===== src/rtl/alu_pkg.sv =====
// Shared opcode, custom sub-op and FSM state definitions for the sequential ALU.
package alu_pkg;

  localparam logic [2:0] OP_ADD    = 3'b000;
  localparam logic [2:0] OP_SUB    = 3'b001;
  localparam logic [2:0] OP_MUL    = 3'b010;
  localparam logic [2:0] OP_DIV    = 3'b011;
  localparam logic [2:0] OP_AND    = 3'b100;
  localparam logic [2:0] OP_OR     = 3'b101;
  localparam logic [2:0] OP_XOR    = 3'b110;
  localparam logic [2:0] OP_CUSTOM = 3'b111;

  localparam logic [1:0] CUS_NOT = 2'b00;
  localparam logic [1:0] CUS_SHL = 2'b01;
  localparam logic [1:0] CUS_SHR = 2'b10;
  localparam logic [1:0] CUS_ROL = 2'b11;

  typedef enum logic [1:0] {
    ST_IDLE = 2'b00,
    ST_MUL  = 2'b01,
    ST_DIV  = 2'b10,
    ST_DONE = 2'b11
  } state_e;

endpackage


===== src/rtl/alu_seq_unit_if.sv =====
// Request/response handshake bundle between a requester and the sequential ALU.
interface alu_seq_unit_if #(parameter int unsigned WIDTH = 4);

  logic               in_valid;
  logic               in_ready;
  logic [WIDTH-1:0]   A;
  logic [WIDTH-1:0]   B;
  logic [2:0]         opcode;
  logic               out_valid;
  logic               out_ready;
  logic [2*WIDTH-1:0] result;
  logic               carry_out;

  modport master (
    output in_valid, A, B, opcode, out_ready,
    input  in_ready, out_valid, result, carry_out
  );

  modport slave (
    input  in_valid, A, B, opcode, out_ready,
    output in_ready, out_valid, result, carry_out
  );

endinterface


===== src/rtl/alu_iter_muldiv.sv =====
// Shared-accumulator datapath: right-shift shift-add multiplier and restoring divider.
module alu_iter_muldiv #(
  parameter int unsigned WIDTH = 4
) (
  input  logic               clk,
  input  logic               rst_n,
  input  logic               start,
  input  logic               mode,
  input  logic               step,
  input  logic [WIDTH-1:0]   init,
  input  logic [WIDTH-1:0]   a,
  input  logic [WIDTH-1:0]   b,
  output logic [2*WIDTH-1:0] res_c
);

  localparam int unsigned RW = 2 * WIDTH;

  // mul: acc = {partial_hi, multiplier}; div: acc = {remainder, quotient}
  logic [RW-1:0]    acc;
  logic [RW-1:0]    acc_nxt;
  logic [WIDTH-1:0] addend;
  logic [WIDTH:0]   sum;
  logic [WIDTH:0]   shifted;
  logic [WIDTH:0]   trial;

  always_comb begin
    addend  = acc[0] ? a : '0;
    sum     = {1'b0, acc[RW-1:WIDTH]} + {1'b0, addend};
    shifted = {acc[RW-1:WIDTH], acc[WIDTH-1]};
    trial   = shifted - {1'b0, b};
    acc_nxt = acc;
    if (!mode) begin
      acc_nxt = {sum, acc[WIDTH-1:1]};
    end else if (shifted >= {1'b0, b}) begin
      acc_nxt = {trial[WIDTH-1:0], acc[WIDTH-2:0], 1'b1};
    end else begin
      acc_nxt = {shifted[WIDTH-1:0], acc[WIDTH-2:0], 1'b0};
    end
  end

  assign res_c = acc_nxt;

  always_ff @(posedge clk or negedge rst_n) begin
    if (!rst_n) begin
      acc <= '0;
    end else if (start) begin
      acc <= {{WIDTH{1'b0}}, init};
    end else if (step) begin
      acc <= acc_nxt;
    end
  end

endmodule


===== src/rtl/alu_seq_unit.sv =====
// Sequential ALU: single-cycle logic/arith ops plus WIDTH-step multiply/divide.
module alu_seq_unit
  import alu_pkg::*;
#(
  parameter int unsigned WIDTH = 4
) (
  input  logic           clk,
  input  logic           rst_n,
  alu_seq_unit_if.slave  bus
);

  localparam int unsigned RW    = 2 * WIDTH;
  localparam int unsigned CNT_W = $clog2(WIDTH + 1);

  state_e           state;
  state_e           state_nxt;
  logic             accept;
  logic             last_step;
  logic             dp_start;
  logic             dp_step;
  logic             dp_mode;
  logic [CNT_W-1:0] cnt;
  logic [WIDTH-1:0] a_q;
  logic [WIDTH-1:0] b_q;
  logic [2:0]       op_q;
  logic [RW-1:0]    result_q;
  logic             carry_q;
  logic [RW-1:0]    iter_res;
  logic [RW-1:0]    single_res;
  logic             single_carry;
  logic [WIDTH:0]   sum;
  logic [WIDTH-1:0] low;

  assign accept    = bus.in_valid && bus.in_ready;
  assign last_step = (cnt == CNT_W'(WIDTH - 1));

  always_ff @(posedge clk or negedge rst_n) begin
    if (!rst_n) state <= ST_IDLE;
    else        state <= state_nxt;
  end

  always_comb begin
    state_nxt = state;
    case (state)
      ST_IDLE: begin
        if (accept) begin
          case (bus.opcode)
            OP_MUL:  state_nxt = ST_MUL;
            OP_DIV:  state_nxt = ST_DIV;
            default: state_nxt = ST_DONE;
          endcase
        end
      end
      ST_MUL, ST_DIV: if (last_step) state_nxt = ST_DONE;
      ST_DONE:        if (bus.out_ready) state_nxt = ST_IDLE;
      default:        state_nxt = ST_IDLE;
    endcase
  end

  // in_ready is gated by rst_n so it reads low throughout reset
  always_comb begin
    bus.in_ready  = 1'b0;
    bus.out_valid = 1'b0;
    dp_start      = 1'b0;
    dp_step       = 1'b0;
    dp_mode       = 1'b0;
    case (state)
      ST_IDLE: begin
        bus.in_ready = rst_n;
        dp_start     = accept;
        dp_mode      = (bus.opcode == OP_DIV);
      end
      ST_MUL:  dp_step = 1'b1;
      ST_DIV: begin
        dp_step = 1'b1;
        dp_mode = 1'b1;
      end
      ST_DONE: bus.out_valid = 1'b1;
      default: ;
    endcase
  end

  // Single-cycle ops, evaluated on the operands being captured this edge
  always_comb begin
    sum          = {1'b0, bus.A} + {1'b0, bus.B};
    low          = '0;
    single_carry = 1'b0;
    single_res   = '0;
    case (bus.opcode)
      OP_ADD: begin
        single_res   = RW'(sum);
        single_carry = sum[WIDTH];
      end
      OP_SUB: begin
        low          = bus.A - bus.B;
        single_carry = (bus.A < bus.B);
      end
      OP_AND: low = bus.A & bus.B;
      OP_OR:  low = bus.A | bus.B;
      OP_XOR: low = bus.A ^ bus.B;
      OP_CUSTOM: begin
        case (bus.B[1:0])
          CUS_NOT: low = ~bus.A;
          CUS_SHL: begin
            low          = {bus.A[WIDTH-2:0], 1'b0};
            single_carry = bus.A[WIDTH-1];
          end
          CUS_SHR: begin
            low          = {1'b0, bus.A[WIDTH-1:1]};
            single_carry = bus.A[0];
          end
          default: begin
            low          = {bus.A[WIDTH-2:0], bus.A[WIDTH-1]};
            single_carry = bus.A[WIDTH-1];
          end
        endcase
      end
      default: ;
    endcase
    if (bus.opcode != OP_ADD) single_res = RW'(low);
  end

  alu_iter_muldiv #(.WIDTH(WIDTH)) u_iter (
    .clk   (clk),
    .rst_n (rst_n),
    .start (dp_start),
    .mode  (dp_mode),
    .step  (dp_step),
    .init  (dp_mode ? bus.A : bus.B),
    .a     (a_q),
    .b     (b_q),
    .res_c (iter_res)
  );

  // Operand capture, iteration counter and the registered result
  always_ff @(posedge clk or negedge rst_n) begin
    if (!rst_n) begin
      a_q      <= '0;
      b_q      <= '0;
      op_q     <= '0;
      cnt      <= '0;
      result_q <= '0;
      carry_q  <= 1'b0;
    end else if (accept) begin
      a_q  <= bus.A;
      b_q  <= bus.B;
      op_q <= bus.opcode;
      cnt  <= '0;
      if (state_nxt == ST_DONE) begin
        result_q <= single_res;
        carry_q  <= single_carry;
      end
    end else if (dp_step) begin
      cnt <= cnt + CNT_W'(1);
      if (last_step) begin
        result_q <= iter_res;
        carry_q  <= (op_q == OP_DIV) && (b_q == '0);
      end
    end
  end

  assign bus.result    = result_q;
  assign bus.carry_out = carry_q;

endmodule


===== src/flat_wrapper.sv =====
// flat-port wrapper written by rule: the top's interface ports become plain ports
module alu_seq_unit_flat import alu_pkg::*;
#(
  parameter int unsigned WIDTH = 4
)
  (clk, rst_n, bus_in_valid, bus_A, bus_B, bus_opcode, bus_out_ready, bus_in_ready, bus_out_valid, bus_result, bus_carry_out);
  alu_seq_unit_if #(.WIDTH(WIDTH)) bus_i ();
  input  logic clk;
  input  logic rst_n;
  input wire logic [$bits(bus_i.in_valid)-1:0] bus_in_valid;
  input wire logic [$bits(bus_i.A)-1:0] bus_A;
  input wire logic [$bits(bus_i.B)-1:0] bus_B;
  input wire logic [$bits(bus_i.opcode)-1:0] bus_opcode;
  input wire logic [$bits(bus_i.out_ready)-1:0] bus_out_ready;
  output wire logic [$bits(bus_i.in_ready)-1:0] bus_in_ready;
  output wire logic [$bits(bus_i.out_valid)-1:0] bus_out_valid;
  output wire logic [$bits(bus_i.result)-1:0] bus_result;
  output wire logic [$bits(bus_i.carry_out)-1:0] bus_carry_out;
  assign bus_i.in_valid = bus_in_valid;
  assign bus_i.A = bus_A;
  assign bus_i.B = bus_B;
  assign bus_i.opcode = bus_opcode;
  assign bus_i.out_ready = bus_out_ready;
  assign bus_in_ready = bus_i.in_ready;
  assign bus_out_valid = bus_i.out_valid;
  assign bus_result = bus_i.result;
  assign bus_carry_out = bus_i.carry_out;
  alu_seq_unit #(.WIDTH(WIDTH)) u_core (.clk(clk), .rst_n(rst_n), .bus(bus_i));
endmodule

===== config.mk =====
export PLATFORM = sky130hd
export DESIGN_NAME = alu_seq_unit_flat
export DESIGN_NICKNAME = d
export VERILOG_FILES = /design/src/rtl/alu_pkg.sv /design/src/rtl/alu_seq_unit_if.sv /design/src/rtl/alu_iter_muldiv.sv /design/src/rtl/alu_seq_unit.sv /design/src/flat_wrapper.sv
export SDC_FILE = /design/constraint.sdc
export NUM_CORES = 1
export LEC_CHECK = 0
export BUFFER_PORTS_ARGS = -buffer_cell sky130_fd_sc_hd__buf_2
export CORE_MARGIN = 3
export CORE_UTILIZATION = 55
export CTS_BUF_LIST = sky130_fd_sc_hd__clkbuf_8 sky130_fd_sc_hd__clkbuf_16
export DETAILED_ROUTE_END_ITERATION = 6
export GPL_TIMING_DRIVEN = 0
export PLACE_DENSITY = 0.79
export RECOVER_POWER = 25
export SLEW_MARGIN = 20
export SYNTH_ARGS = -nofsm -noshare
export SYNTH_HDL_FRONTEND = slang
export SYNTH_SLANG_ARGS = --single-unit

===== constraint.sdc =====
create_clock -name clk -period 2.4 [get_ports clk]
set_clock_uncertainty 0.15 [all_clocks]
set_input_delay 0.48 -clock clk [delete_from_list [all_inputs] [get_ports clk]]
set_output_delay 0.48 -clock clk [all_outputs]
set_load 0.05 [all_outputs]

Yosys cells after proc, flatten, opt, wreduce, memory -nomap -nowiden --
Cells that the tools add are included.
Cells by class: $lt $le $gt $ge 2, multiplexer cells 32, bitwise logic cells 4, equality and inequality tests 16, reductions and logical operators 12, $add $sub $neg 5
Operators by type and width (number):
- $mux 8 | 8
- $pmux 4 s5 | 1
- $eq 3x2->1 const B | 4
- $eq 3x3->1 const B | 4
- $pmux 4 s3 | 1
- $add 4x4->5 | 2
- $mux 5 | 2
- $eq 2x2->1 const B | 4
- $mux 1 | 8
- $mux 4 | 2
- $sub 4x4->4 | 2
- $mux 2 | 3
- $mux 3 | 2
- $pmux 2 s3 | 1
- $reduce_bool 2->1 | 3
- $ge 5x4->1 | 1
- $and 4x4->4 | 1
- $eq 2x1->1 const B | 2
- $logic_not 2->1 | 2
- $logic_not 4->1 | 1
- $lt 4x4->1 | 1
- $not 4->4 | 1
- $or 4x4->4 | 1
- $pmux 1 s2 | 2
- other kinds (11) | 12
Word-level totals: word-level logic and storage cells 79, output and inout bits 11, flip-flop bits (word level) 33, input port bits 15

Depth between registers and ports, before layout --
depth after elaboration 8, depth in mapped cells 9, gate-level depth less buffers 9

Hierarchy --
Synthesis repeated with hierarchy kept, for this count alone.
Second synthesis, totals: cell total of the unflattened synthesis 304, area total of the unflattened synthesis 2655.0 um^2
By module, submodules not included:
- alu_seq_unit | area each 1829.3 um^2, cells an instance 212, sequential area each 625.6 um^2, instances 1
- alu_iter_muldiv | area each 825.8 um^2, cells an instance 92, sequential area each 200.2 um^2, instances 1

Worst setup path after synthesis --
No wires, ideal clock.
path kind reg-to-reg, start point register u_core.state[1], end point register u_core.carry_q, in the netlist u_core.bus.carry_out, path buffers 0, stages on the path, launching flop included 8, library setup time 125 ps, period minus slack after synthesis 2258 ps, data required time 2125 ps, path slack 142 ps, arrival time 1983 ps, path through dfrtp_1 -> ha_1 -> nor2b_1 -> o21ai_0 -> mux2i_2 -> nand3_2 -> nand2_2 -> mux2_4
On the way: longest elaborated chain between the ends 8, elaborated cells on any way between the ends 18, classes of those cells eq/ne: 5; mux: 7; reduce/logical: 6
RTL lines:
- from (decl) | line alu_seq_unit.sv:15 | state_e state;
- from (signal assigned) | line alu_seq_unit.sv:39 | else state <= state_nxt;
- $logic_not 2->1 | line alu_seq_unit.sv:44, alu_seq_unit.sv:67
- $mux 1 | line alu_seq_unit.sv:67 | case (state)
- $logic_and 1x1->1 | line alu_seq_unit.sv:34 | assign accept = bus.in_valid && bus.in_ready;
- $mux 2 | line alu_seq_unit.sv:46 | if (accept) begin
- $pmux 2 s3 (*) | line alu_seq_unit.sv:44 | case (state)
- net u_core.state_nxt[1] | line alu_seq_unit.sv:16 | state_e state_nxt;
- $eq 2x2->1 (*) | line alu_seq_unit.sv:149 | if (state_nxt == ST_DONE) begin
- $ne 2x2->1 (no line) (*)
- $reduce_and 3->1 (no line) (*)
- to (signal assigned) | line alu_seq_unit.sv:151 | carry_q <= single_carry;
- to (signal assigned) | line alu_seq_unit.sv:157 | carry_q <= (op_q == OP_DIV) && (b_q == '0);
- to (decl) | line alu_seq_unit.sv:27 | logic carry_q;
The timed path passes the listed nets; every way through them passes the cells marked *. A chain may end at the register's enable or synchronous reset.

Worst setup path in the final report --
Ends and elaborated chain as after synthesis.

==> summary.txt <==
Clocking
  – CTS tree: yes
  – Clk sinks: 33
  – CTS root buf: clkbuf_8
  – Post-CTS Setup Repair Bufs: 0
  – CTS H-tree depth: 2
  – Clk slew on worst S/H paths: 0.07 ns
  – Clk Latency, worst-skew pair: 0.29 ns
  – TritonCTS buffer count: 5
  – Maximum number of buffers from clock root to sink: 2

Yosys
  – YS warnings: 0
  – Post-synth EDFFs: 0
  – Syn Std Cell Area: 2610 sq um
  – Post-synth top flop: dfrtp_1
  – Syn_nets: 342
  – Synth unique cells: between 50 and 60
  – Register bit total from synthesis: 33
  – Seq/Total Area, Yosys: 0.316
  – Synth Instances: about 300
  – Syn_area_per_cell: 8.80 sq um
  – Ys async rst share: 1.00

GRT
  – Vias in the first global route: 2133
  – Initial antenna violation count: 0
  – First-pass GRT wire length: just over 10 mm
  – GRT Util Overall: 0.238
  – Largest net degree at the start of global routing: 38
  – Total congestion overflow: 0

Timing
  – RSZ-0062 raised after global routing: false
  – Period utilisation layout: 0.950
  – Rel. slew slack: 0.678
  – Max frequency: around 0.44 GHz
  – Worst Tran Pin Value: ~0.47 ns
  – Final hold violation count: 20
  – Tmin final: 2.28 ns
  – Final setup violation count: 0
  – Pins over their slew limit: 0
  – Hold slack: -0.0223 ns

Finish
  – Most frequent cells in the layout: nand2_1, dfrtp_1, o21ai_0
  – Most common cell after layout, fill and taps aside: nand2_1
  – Antenna cells: 0
  – Fraction of layout cells with a size suffix above 1: 0.177
  – NumNets Final: approximately 370
  – Fill cell count: approximately 400
  – Post-Layout Cell Count: 380
  – Footprint of the multi-input gates: 1640 sq um
  – Register area: 828 sq um
  – Area growth syn-to-layout: 12.3%
  – Util after Layout: 0.656

Pwr
  – P_int: 2080 uW
  – Combinational share of power: 0.587
  – Peak supply drop: 0.000869 V
  – Switching power: 1800 uW
  – Sw frac: 0.465
  – Sequential share of power: 0.270
  – Power share of the clock group: 0.143
  – Leak: 0.00141 uW
  – Pwr dens: about 1300 nW/um^2

Die
  – Core area: 4470 sq um
  – Initial core utilization: 0.584
  – Chip Height: 74.9 um
  – Chip width: 74.9 um
  – I/O pin cnt: 26
  – Die area: 5620 sq um
  – Rows: 24

Detailed routing
  – Final WL: 6.27 mm
  – Via count: approximately 2300
  – DRT Pass-1 Iters: 4
  – Vias per inst: 5.95
  – Initial DRC count: 98
  – DR WL/cell: 16.5 um
  – DRC viols: 0
  – Routed Antenna Nets: 0

Placement
  – DP Wirelength: 4.80 mm
  – GP Congestion: 0.933
  – Placed Cells: 372
  – Port-buffer cells: 23

Setup path
  – Worst endpoint required time: 2.43 ns
  – Critical path arrival: 2.31 ns
  – Setup CP Type: reg2reg
  – CP endpoint kind: flop
  – Worst Setup Start Kind: flop
  – Maximum fanout along the worst path: 6

Worst hold path
  – Worst hold-check path type: in2async

Outcome
  – Run status: finished with violations
  – Failing checks: negative hold slack

Flow run
  – Max-cap viol count: 0
## state kept, by name (all words and copies together), names as in the netlist
name                  count
u_core.u_iter.acc         8
u_core.a_q                4
u_core.bus.result         8
u_core.state              2
u_core.op_q               3
u_core.cnt                3
u_core.b_q                4
u_core.bus.carry_out      1
## critical path: stages (launching register included)
cell and delay, ns:
dfrtp_2 0.42, inv_1 0.08, ha_2 0.37, a21o_1 0.11, o21ai_0 0.10, mux2i_2 0.30
nand3_2 0.19, nand2_2 0.14, mux2_4 0.31
## metal layers
layer | part of all wire | global-route usage | vias to the layer above
li1 | - | - | 1105
met1 | 0.48 | 0.336 | 1101
met2 | 0.48 | 0.386 | 48
met3 | 0.032 | 0.0320 | 6
met4 | 0.0085 | 0.0573 | 0
met5 | 0 | 0 | -
## cell usage after synthesis (5+ instances only)
| cell type | number | area share |
|---|---|---|
| dfrtp_1 | 33 | 0.32 |
| and2_1 | 5 | 0.012 |
| a21oi_1 | 17 | 0.033 |
| inv_1 | 24 | 0.034 |
| nand2_1 | 35 | 0.050 |
| ha_1 | 26 | 0.12 |
| mux2i_1 | 10 | 0.038 |
| o21ai_0 | 30 | 0.057 |
| nor2b_1 | 6 | 0.014 |
| xnor2_1 | 5 | 0.017 |
| nor2_1 | 15 | 0.022 |
| o211ai_1 | 6 | 0.017 |
| clkbuf_1 | 8 | 0.011 |
## layout make-up
cell class	count	area share
inverters	25	0.0320
well taps	52	0.0222
clock buffers	6	0.0281
plain buffers	14	0.0239
multi-input cells	225	0.559
clock inverters	2	0.0128
flip-flops and latches	33	0.282
repair buffers	23	0.0401
## per-stage QoR
stage               hold WS, ns  worst slack, ns  power [uW]  setup TNS (ns)  area (sq um)
finish                  -0.0223            0.119        3880               0          2930
global route             0.0138          0.00753        4160               0          2930
CTS                     0.00230           0.0331        3810               0          2920
detailed placement        0.316           -0.327        3260           -4.64          2790
global placement          0.306           -0.275        3180           -3.66          2790
floorplan                0.0344            0.142        2750               0          2610
## worst paths after layout
| check | from | to | cells after the start | slack, ns |
|---|---|---|---|---|
| min | rst_n | u_core.bus.result[6]$_DFFE_PN0P_ | 1 | -0.02 |
| max in group asynchronous | rst_n | u_core.state[1]$_DFF_PN0_ | 1 | 1.77 |
| min in group clk | u_core.bus.result[0]$_DFFE_PN0P_ | u_core.bus.result[0]$_DFFE_PN0P_ | 2 | 0.33 |
| min reg2reg | u_core.bus.result[0]$_DFFE_PN0P_ | u_core.bus.result[0]$_DFFE_PN0P_ | 2 | 0.33 |
| max reg2reg | u_core.state[1]$_DFF_PN0_ | u_core.bus.carry_out$_DFFE_PN0P_ | 8 | 0.12 |
| max | u_core.state[1]$_DFF_PN0_ | u_core.bus.carry_out$_DFFE_PN0P_ | 8 | 0.12 |
## logic make-up (layout without fill, tap and decap cells)
| family | Yosys count | in the layout | synth area share |
|---|---|---|---|
| AO/OA/AOI/OAI | 90 | 90 | 0.230 |
| multiplexers | 14 | 14 | 0.0579 |
| adder cells (fa/ha/maj) | 30 | 30 | 0.155 |
| AND/OR/NAND/NOR | 84 | 84 | 0.157 |
| XOR/XNOR | 7 | 7 | 0.0235 |
| flip-flops | 33 | 33 | 0.316 |
| buffers and inverters | 39 | 70 | 0.0613 |
## repair_timing
action	4_1_cts	5_1_grt
pin swaps	0	0
setup endpoints to repair	3	14
hold buffers	0	0
resized for setup	1	11
## power groups by stage
stage               sequential [uW]  combinational, uW  clock [uW]
floorplan                      1220               1530           0
global placement               1040               2140           0
detailed placement             1050               2200           0
CTS                            1040               2220         556
global route                   1080               2510         578
finish                         1050               2280         554
(Power assumes the default switching activity.)
